--- config.mk ---
export PLATFORM = sky130hd
export DESIGN_NAME = uart_cmd_ctrl_flat
export DESIGN_NICKNAME = d
export VERILOG_FILES = /design/src/rtl/uart_cmd_ctrl_if.sv /design/src/rtl/uart_cmd_ctrl.sv /design/src/flat_wrapper.sv
export SDC_FILE = /design/constraint.sdc
export NUM_CORES = 1
export LEC_CHECK = 0
export ABC_CLOCK_PERIOD_IN_PS = 4300
export BUFFER_PORTS_ARGS = -buffer_cell sky130_fd_sc_hd__buf_2
export CAP_MARGIN = 15
export CORE_MARGIN = 2
export CORE_UTILIZATION = 25
export DETAILED_ROUTE_END_ITERATION = 6
export GPL_ROUTABILITY_DRIVEN = 0
export PLACE_DENSITY = 0.38
export SKIP_LAST_GASP = 1
export SLEW_MARGIN = 20
export SYNTH_ARGS = -nofsm -noshare
export SYNTH_HDL_FRONTEND = slang
export SYNTH_SLANG_ARGS = --single-unit
--- constraint.sdc ---
create_clock -name clk_100MHz -period 4.3 [get_ports clk_100MHz]
set_input_delay 0.645 -clock clk_100MHz [delete_from_list [all_inputs] [get_ports clk_100MHz]]
set_output_delay 0.645 -clock clk_100MHz [all_outputs]
set_load 0.02 [all_outputs]
--- src/rtl/uart_cmd_ctrl_if.sv ---
`default_nettype none
// ============================================================================
// Module   : uart_cmd_ctrl_if
// Purpose  : Rx/Tx FIFO handshake bundle between uart_cmd_ctrl and the UART core.
// Revision : 1.0
// ============================================================================
interface uart_cmd_ctrl_if #(
    parameter int DBITS = 8
);
    logic             rx_empty;
    logic [DBITS-1:0] read_data;
    logic             read_uart;
    logic             tx_full;
    logic             write_uart;
    logic [DBITS-1:0] write_data;

    modport master (
        input  rx_empty, read_data, tx_full,
        output read_uart, write_uart, write_data
    );

    modport slave (
        output rx_empty, read_data, tx_full,
        input  read_uart, write_uart, write_data
    );
endinterface
`default_nettype wire

--- src/rtl/uart_cmd_ctrl.sv ---
`default_nettype none
// ============================================================================
// Module   : uart_cmd_ctrl
// Purpose  : Byte command sequencer: pops W/R frames from the Rx FIFO, accesses
//            an NREGS x 8 register file and pushes one response byte per frame.
// Revision : 1.0
// ============================================================================
module uart_cmd_ctrl #(
    parameter int DBITS   = 8,
    parameter int NREGS   = 4,
    parameter int TIMEOUT = 1_000_000,
    parameter int TO_BITS = 20
) (
    input  logic                   clk_100MHz,
    input  logic                   reset,
    uart_cmd_ctrl_if.master        fifo,
    output logic [NREGS*DBITS-1:0] reg_out,
    output logic                   busy,
    output logic [7:0]             err_count
);
    localparam logic [2:0] c_ST_IDLE     = 3'd0;
    localparam logic [2:0] c_ST_GET_ADDR = 3'd1;
    localparam logic [2:0] c_ST_GET_DATA = 3'd2;
    localparam logic [2:0] c_ST_EXEC     = 3'd3;
    localparam logic [2:0] c_ST_SEND_RSP = 3'd4;

    localparam logic [DBITS-1:0] c_OP_W    = DBITS'('h57);
    localparam logic [DBITS-1:0] c_OP_R    = DBITS'('h52);
    localparam logic [DBITS-1:0] c_RSP_OK  = DBITS'('h4B);
    localparam logic [DBITS-1:0] c_RSP_UNK = DBITS'('h3F);
    localparam logic [DBITS-1:0] c_RSP_RNG = DBITS'('h21);
    localparam logic [DBITS-1:0] c_RSP_TO  = DBITS'('h54);

    localparam int               c_AW      = (NREGS > 1) ? $clog2(NREGS) : 1;
    localparam logic [DBITS:0]   c_NREGS   = (DBITS+1)'(NREGS);
    localparam logic [TO_BITS-1:0] c_TO_LAST = TO_BITS'(TIMEOUT - 1);

    logic [2:0]         state_q, state_d;
    logic               run_q;
    logic [DBITS-1:0]   op_q, addr_q, data_q, rsp_q;
    logic               rsp_err_q;
    logic [DBITS-1:0]   regs_q [NREGS];
    logic [7:0]         err_q;
    logic [TO_BITS-1:0] to_cnt_q;

    logic w_rx_state, w_pop, w_push, w_timeout, w_addr_ok, w_op_known;
    logic [c_AW-1:0] w_idx;

    // run_q keeps read_uart low while reset is asserted even if the FIFO has data
    assign w_rx_state = (state_q == c_ST_IDLE) || (state_q == c_ST_GET_ADDR) ||
                        (state_q == c_ST_GET_DATA);
    assign w_pop      = run_q && w_rx_state && !fifo.rx_empty;
    assign w_push     = (state_q == c_ST_SEND_RSP) && !fifo.tx_full;
    assign w_timeout  = ((state_q == c_ST_GET_ADDR) || (state_q == c_ST_GET_DATA)) &&
                        fifo.rx_empty && (to_cnt_q == c_TO_LAST);
    assign w_addr_ok  = {1'b0, addr_q} < c_NREGS;
    assign w_op_known = (fifo.read_data == c_OP_W) || (fifo.read_data == c_OP_R);
    assign w_idx      = addr_q[c_AW-1:0];

    always_ff @(posedge clk_100MHz or negedge reset) begin
        if (!reset) begin
            state_q <= c_ST_IDLE;
            run_q   <= 1'b0;
        end else begin
            state_q <= state_d;
            run_q   <= 1'b1;
        end
    end

    always_comb begin
        state_d = state_q;
        case (state_q)
            c_ST_IDLE:
                if (w_pop) state_d = w_op_known ? c_ST_GET_ADDR : c_ST_SEND_RSP;
            c_ST_GET_ADDR:
                if (w_pop)          state_d = (op_q == c_OP_W) ? c_ST_GET_DATA : c_ST_EXEC;
                else if (w_timeout) state_d = c_ST_SEND_RSP;
            c_ST_GET_DATA:
                if (w_pop)          state_d = c_ST_EXEC;
                else if (w_timeout) state_d = c_ST_SEND_RSP;
            c_ST_EXEC:
                state_d = c_ST_SEND_RSP;
            c_ST_SEND_RSP:
                if (w_push) state_d = c_ST_IDLE;
            default:
                state_d = c_ST_IDLE;
        endcase
    end

    always_comb begin
        fifo.read_uart  = w_pop;
        fifo.write_uart = w_push;
        busy            = (state_q != c_ST_IDLE);
    end

    assign fifo.write_data = rsp_q;
    assign err_count       = err_q;

    always_ff @(posedge clk_100MHz or negedge reset) begin
        if (!reset) begin
            op_q      <= '0;
            addr_q    <= '0;
            data_q    <= '0;
            rsp_q     <= '0;
            rsp_err_q <= 1'b0;
            err_q     <= '0;
            to_cnt_q  <= '0;
            for (int i = 0; i < NREGS; i++) regs_q[i] <= '0;
        end else begin
            if (w_pop || !(state_q == c_ST_GET_ADDR || state_q == c_ST_GET_DATA))
                to_cnt_q <= '0;
            else
                to_cnt_q <= to_cnt_q + TO_BITS'(1);

            if (w_pop) begin
                case (state_q)
                    c_ST_IDLE: begin
                        op_q <= fifo.read_data;
                        if (!w_op_known) begin
                            rsp_q     <= c_RSP_UNK;
                            rsp_err_q <= 1'b1;
                        end
                    end
                    c_ST_GET_ADDR: addr_q <= fifo.read_data;
                    default:       data_q <= fifo.read_data;
                endcase
            end else if (w_timeout) begin
                rsp_q     <= c_RSP_TO;
                rsp_err_q <= 1'b1;
            end

            // Only W and R opcodes can reach EXEC
            if (state_q == c_ST_EXEC) begin
                if (!w_addr_ok) begin
                    rsp_q     <= c_RSP_RNG;
                    rsp_err_q <= 1'b1;
                end else if (op_q == c_OP_W) begin
                    regs_q[w_idx] <= data_q;
                    rsp_q         <= c_RSP_OK;
                    rsp_err_q     <= 1'b0;
                end else begin
                    rsp_q     <= regs_q[w_idx];
                    rsp_err_q <= 1'b0;
                end
            end

            if (w_push && rsp_err_q && (err_q != 8'hFF))
                err_q <= err_q + 8'd1;
        end
    end

    generate
        for (genvar gi = 0; gi < NREGS; gi++) begin : g_regout
            assign reg_out[gi*DBITS +: DBITS] = regs_q[gi];
        end
    endgenerate
endmodule
`default_nettype wire

--- src/flat_wrapper.sv ---
// flat-port wrapper written by rule: the top's interface ports become plain ports
module uart_cmd_ctrl_flat 
#(
    parameter int DBITS   = 8,
    parameter int NREGS   = 4,
    parameter int TIMEOUT = 1_000_000,
    parameter int TO_BITS = 20
)
  (clk_100MHz, reset, reg_out, busy, err_count, fifo_rx_empty, fifo_read_data, fifo_tx_full, fifo_read_uart, fifo_write_uart, fifo_write_data);
  uart_cmd_ctrl_if #(.DBITS(DBITS)) fifo_i ();
  input  logic clk_100MHz;
  input  logic reset;
  output logic [NREGS*DBITS-1:0] reg_out;
  output logic busy;
  output logic [7:0] err_count;
  input wire logic [$bits(fifo_i.rx_empty)-1:0] fifo_rx_empty;
  input wire logic [$bits(fifo_i.read_data)-1:0] fifo_read_data;
  input wire logic [$bits(fifo_i.tx_full)-1:0] fifo_tx_full;
  output wire logic [$bits(fifo_i.read_uart)-1:0] fifo_read_uart;
  output wire logic [$bits(fifo_i.write_uart)-1:0] fifo_write_uart;
  output wire logic [$bits(fifo_i.write_data)-1:0] fifo_write_data;
  assign fifo_i.rx_empty = fifo_rx_empty;
  assign fifo_i.read_data = fifo_read_data;
  assign fifo_i.tx_full = fifo_tx_full;
  assign fifo_read_uart = fifo_i.read_uart;
  assign fifo_write_uart = fifo_i.write_uart;
  assign fifo_write_data = fifo_i.write_data;
  uart_cmd_ctrl #(.DBITS(DBITS), .NREGS(NREGS), .TIMEOUT(TIMEOUT), .TO_BITS(TO_BITS)) u_core (.clk_100MHz(clk_100MHz), .reset(reset), .fifo(fifo_i), .reg_out(reg_out), .busy(busy), .err_count(err_count));
endmodule
Yosys cells after proc, flatten, opt, wreduce, memory -nomap -nowiden
Index checks and enable logic that the tools add are counted.

word-level totals
  bits in registers = 97
  output and inout port bits = 51

operators by class
  add/sub/neg operators = 2
  $lt $le $gt $ge = 3
  eq/ne operators = 13
  multiplexer cells = 28
  bitwise gates (word level) = 2
  reductions and logical operators = 26

operators by type and width
  kind                     number
  $mux W8                  10
  $bwmux W32               1
  $eq A8 B7 Y1 const B     3
  $add A20 B1 Y20 const B  1
  $eq A20 B20 Y1 const B   1
  $mux W20                 1
  $mux W3                  6
  $bmux W8 S2              1
  $demux W8 S2             1
  $pmux W3 S5              1
  $add A8 B1 Y8 const B    1
  $logic_and A1 B1 Y1      8
  $lt A8 B3 Y1 const B     1
  $ne A8 B8 Y1 const B     1
  $reduce_and A2 Y1        4
  $mux W1                  7
  $eq A3 B2 Y1 const B     2
  $ne A3 B3 Y1 const B     2
  $reduce_and A3 Y1        2
  $reduce_bool A3 Y1       2
  $logic_or A1 B1 Y1       5
  $ne A2 B1 Y1 const B     2
  $eq A3 B1 Y1 const B     1
  $eq A3 B3 Y1 const B     1
  7 further kinds          9

Longest topological paths before layout
  depth in word-level cells = 7
  depth in mapped cells = 6
  depth with buffers taken out = 5

Least setup slack after synthesis
Ideal clock, no wire load.

  path type = reg-to-reg
  start point = reg u_core.state_q[2]
  end point = reg u_core.err_q[7] (netlist: u_core.err_count[7])
  setup time = 0.080 ns
  data arrival time = 2.480 ns
  required time = 4.220 ns
  path slack = 1.740 ns
  stages on the path, launching flop included = 6
  buffers on the path = 1
  cells stage by stage = dfrtp_1 clkbuf_1 nor4b_1 o311ai_1 nor4_1 xor2_1

on the way
  word-level cells in the longest chain between the ends = 4

ends and longest elaborated chain
  element                            line                  text
  from (decl)                        uart_cmd_ctrl.sv:38   logic [2:0] state_q, state_d;
  from (signal assigned)             uart_cmd_ctrl.sv:62   state_q <= c_ST_IDLE;
  from (signal assigned)             uart_cmd_ctrl.sv:65   state_q <= state_d;
  $eq A3 B3 Y1                       uart_cmd_ctrl.sv:53   assign w_push = (state_q == c_ST_SEND_RSP) && !fifo.tx_full;
  $logic_and A1 B1 Y1                uart_cmd_ctrl.sv:53
  via fifo_write_uart                flat_wrapper.sv:20    output wire logic [$bits(fifo_i.write_uart)-1:0] fifo_write_uart;
  $logic_and A1 B1 Y1 (2 in series)  uart_cmd_ctrl.sv:147  if (w_push && rsp_err_q && (err_q != 8'hFF))
  to (signal assigned)               uart_cmd_ctrl.sv:148  err_q <= err_q + 8'd1;
  to (decl)                          uart_cmd_ctrl.sv:43   logic [7:0] err_q;

The timed path passes the listed nets, and every way through them passes these cells.
A chain may end at the register's enable or synchronous reset.

Worst setup path in the final report
  start point = reg u_core.addr_q[7]
  end point = reg u_core.regs_q, in the netlist u_core.reg_out[17]

on the way
  word-level cells in the longest chain between the ends = 2

ends and longest elaborated chain
  element                             line                  text
  from (decl)                         uart_cmd_ctrl.sv:40   logic [DBITS-1:0] op_q, addr_q, data_q, rsp_q;
  from (signal assigned)              uart_cmd_ctrl.sv:124  c_ST_GET_ADDR: addr_q <= fifo.read_data;
  $lt A8 B3 Y1                        uart_cmd_ctrl.sv:56   assign w_addr_ok = {1'b0, addr_q} < c_NREGS;
  $reduce_and A3 Y1 (no source line)  --
  to (signal, indexed assignment)     uart_cmd_ctrl.sv:138  regs_q[w_idx] <= data_q;
  to (decl)                           uart_cmd_ctrl.sv:42   logic [DBITS-1:0] regs_q [NREGS];

No other way between the ends.

==> reports/summary.md <==
Summed over all cells, the static leakage comes to 2.48 nW. At the later pin of the worst-skew pair, clock insertion delay measures 0.35 ns. The run gives 0 as the number of maximum-capacitance violations.

For the worst setup path, the data required time is 4.54 ns. Buffers inserted during clock tree synthesis total 9. Buffer and inverter count on the worst path: 0. The distinct cell type count after synthesis came out at 51. TritonCTS built the clock tree. The number of nets in the synthesized netlist is 383.

The total overflow left after global routing is 0. The mean cell area of the mapped netlist came out at 12.5 um2. The category of the worst setup path capture point was a flop. Counting along the longest clock path gives a buffer depth of 2.

The number of instances in the placed design was 650. The net switching power of the design was 0.000567 W; the maximum fanout count along the critical path was 8. The worst slack on hold paths was 0.426 ns.

During placement, the flow inserted port buffers numbering 62. The critical register-to-register path startpoint was u_core.addr_q[7]. After legalization and detailed placement, the total HPWL measured 8510 um.

Using the TritonRoute via totals, the vias-per-cell ratio works out to 4.82. The maximum cell stage delay along the critical path is 0.68 ns. Excluding fillers, the count of instances in the completed layout stands at 666.

The H-tree generated during clock tree synthesis spans 3 levels. Hold repair after CTS inserted 0 buffers. Power spread over the standard cell area amounts to 381 mW/mm2. For the sequential share of the synthesized area, the log shows 0.528. The worst register-to-register path ends at u_core.reg_out[17].

The region available for standard cell placement spans 0.0180 mm2. For this run, design rule violations remaining after detail routing come to 0. For the peak supply drop, the log shows 0.224 mV. The clock share of power was 0.405; the post-synthesis instance area was 0.00459 mm2. The nature of the critical path startpoint is a flop.

The fraction of layout instances using a drive strength above 1 is 0.352. The run gives 446 as the final layout net count. The total detailed-routing wirelength came out at 11800 um.

The first-pass GRT wire length is 19200 um. For the count of final max-slew check failures, the log shows 0. For this design, the slowest cell found on the critical path is nor4b_4. Power share of the combinational group: 0.106. Setup violations remaining at the end of the flow were counted as 0. The post-synthesis register bit count came out at 97. Number of I/O pins: 63. The relative slew slack was 0.346. The worst path needs 2.70 ns of the cycle, external delays included.

The flow ran to the end, and the final reports show no timing, DRC or antenna violations. The type of the tightest min-delay check was in -> async. The fraction of power spent switching nets was 0.273; the starting density of the core was 0.255. In this run the post-CTS setup repair buffer count came out at 0.

The tools report the worst-case clock skew as 0.00858 ns. The first-pass iteration count of the detailed router is 4. The actual slew at the worst max-slew pin came out at 0.965 ns. The run gives 49 as the row count.

Traced cell by cell, the critical path runs through or4_4 -> or4_1 -> nor4b_4 -> mux2_2. CTS placed an instance of clkbuf_16 at the clock tree root. The worst setup path is of the reg -> reg kind. Summing internal, switching and leakage power gives 0.00208 W. The die footprint was 0.0195 mm2; the internal power component was 0.00151 W.

The worst register-to-register path has a setup slack of 1.60 ns. In this run, post-CTS repair resized a total of 0 instances. The setup TNS came out at 0 ns.

Highest clock rate: 0.371 GHz. The number of hold-slack violations in the final timing report was 0. Relative to the synthesized area, the layout overhead comes to 18.9%. The tools report the number of global-route vias before repair as 3266. Counting cells, the worst reg-to-reg path comes to 4. The clock net sink count is 97, and the number of enable-type register cells in the synthesized netlist is 0.

Counting every instance in the synthesized netlist gives 369. Clock-pin slew was measured on the worst setup and hold paths at 0.07 ns. Data on the critical path arrives at its endpoint at 2.93 ns.

For this block, the initial DRC count from the detailed router was 184. The logs give 0.127 for the total routing resource utilization after global routing and 0 for the number of warnings reported in the yosys synthesis log. The die is 140 um tall. Entering global routing, the biggest net connects 71 pins. Final critical-path share of the clock period: 0.627.

The logs give 0 for the number of antenna cells inserted and 0 for the post-detailed-route count of antenna-violating nets. In the synthesized netlist the dominant register cell turns out to be dfrtp_1. The average wire length per cell after detail routing came out at 17.7 um.

The part of the total power dissipated in sequential elements is 0.489. In this run the horizontal extent of the chip is 140 um. Broken down by cell family, the worst path's largest delay share belongs to simple AND/OR/NAND/NOR gates. The share of async-settable or async-resettable flops after synthesis is 1.00.

The routed layout has 3209 vias. For the initial antenna violation count, the log shows 0. Setup repair after global routing left no endpoint under its margin.
logic make-up (layout without fill, tap and decap cells):
family	count (synthesis)	in the layout	synth area share
fa+ha+maj	2	2	0.00545
flops	97	97	0.528
mux	65	65	0.185
other cells	1	1	0.000816
xor+xnor	20	20	0.0381
buf+inv	15	83	0.0144
compound gates	44	44	0.0637
simple gates	125	125	0.164
power groups by stage:
stage | Combinational, W | Sequential [W] | Clock (W)
2_1_floorplan | 0.000105 | 0.00106 | 0
3_3_place_gp | 0.000225 | 0.00103 | 0
3_5_place_dp | 0.000225 | 0.00104 | 0
4_1_cts | 0.000226 | 0.00102 | 0.000871
5_1_grt | 0.000244 | 0.00103 | 0.000914
6_report | 0.000221 | 0.00102 | 0.000842
worst reg2reg max path, cell delays in order (launching register included):
cell and delay, ns:
dfrtp_1 0.37, or4_4 0.54, or4_1 0.58, nor4b_4 0.68, mux2_2 0.41
sequential cells by signal (all words and copies together) (netlist names):
signal,cells
u_core.addr_q,8
u_core.data_q,8
u_core.err_count,8
u_core.fifo.write_data,8
u_core.op_q,8
u_core.reg_out,32
u_core.rsp_err_q,1
u_core.run_q,1
u_core.state_q,3
u_core.to_cnt_q,20
cells in the mapped netlist (all sizes together), types with 3 or more instances:
cell type  count  area, um2
nand4          8       50.1
nor2          26       97.6
nor2b          3       18.8
a31oi          3       18.8
nor3          13       65.1
dfrtp         97       2430
a221oi         3       26.3
buf            5       28.8
xnor2          8       70.1
nand3         13       65.1
nor4b          3       41.3
o211ai         9       67.6
a21oi          8       40.0
or4           10       78.8
nor4           7       73.8
nand2         19       71.3
mux4           8        180
mux2          57        672
a211oi         4       30.0
clkbuf         6       22.5
inv            4       15.0
or3            4       25.0
o21ai          9       45.0
and3           4       25.0
xor2          12        105
per-layer routing:
| metal | track usage | routed length [um] | part of all wire |
|---|---|---|---|
| met1 | 0.179 | 5720 | 0.48 |
| met2 | 0.198 | 5510 | 0.47 |
| met3 | 0.0306 | 460 | 0.039 |
| met4 | 0.0326 | 122 | 0.010 |
| met5 | 0 | 0 | 0 |
through the flow:
stage | area (um2) | setup slack, ns | utilization
4_1_cts | 5460 | 1.57 | 0.303
6_report | 5460 | 1.60 | 0.303
3_5_place_dp | 5150 | 1.57 | 0.286
3_3_place_gp | 5150 | 1.63 | 0.286
2_1_floorplan | 4590 | 1.74 | -
5_1_grt | 5460 | 1.42 | 0.303
how the worst max path moves through the flow:
stage	startpoint	depth (start not counted)	slack, ns	to
2_1_floorplan	u_core.state_q[2]	5	1.74	u_core.err_count[7]
3_3_place_gp	u_core.addr_q[7]	4	1.63	u_core.reg_out[30]
3_5_place_dp	u_core.addr_q[7]	4	1.57	u_core.reg_out[19]
4_1_cts	u_core.addr_q[7]	4	1.57	u_core.reg_out[23]
5_1_grt	u_core.state_q[2]	4	1.42	fifo_read_uart
6_report	u_core.addr_q[7]	4	1.60	u_core.reg_out[17]
cells in the final DEF (no fill, tap or decap), types with 3 or more instances in the layout:
| cell | n |
|---|---|
| or3_1 | 4 |
| nand2_1 | 19 |
| a21oi_1 | 8 |
| mux2_4 | 8 |
| and3_1 | 4 |
| dfrtp_1 | 97 |
| or4_1 | 9 |
| a221oi_1 | 3 |
| nor2_1 | 26 |
| mux2_2 | 49 |
| a31oi_1 | 3 |
| inv_1 | 4 |
| nand3_1 | 13 |
| o211ai_1 | 9 |
| mux4_2 | 8 |
| xor2_1 | 12 |
| o21ai_0 | 9 |
| buf_2 | 61 |
| nand4_1 | 8 |
| nor3_1 | 13 |
| xnor2_1 | 8 |
| nor2b_1 | 3 |
| clkbuf_16 | 9 |
| a211oi_1 | 4 |
| nor4_1 | 5 |
area by class of cell:
| cell class | count | area [um2] |
|---|---|---|
| Clock buffer | 9 | 225 |
| Clock inverter | 7 | 86.3 |
| Fill cell | 1872 | 12600 |
| Inverter | 4 | 15.0 |
| Multi-Input combinational cell | 257 | 2100 |
| Sequential cell | 97 | 2430 |
| Tap cell | 229 | 287 |
| Timing Repair Buffer | 63 | 320 |
No activity file was read; power rests on OpenSTA's default activity.
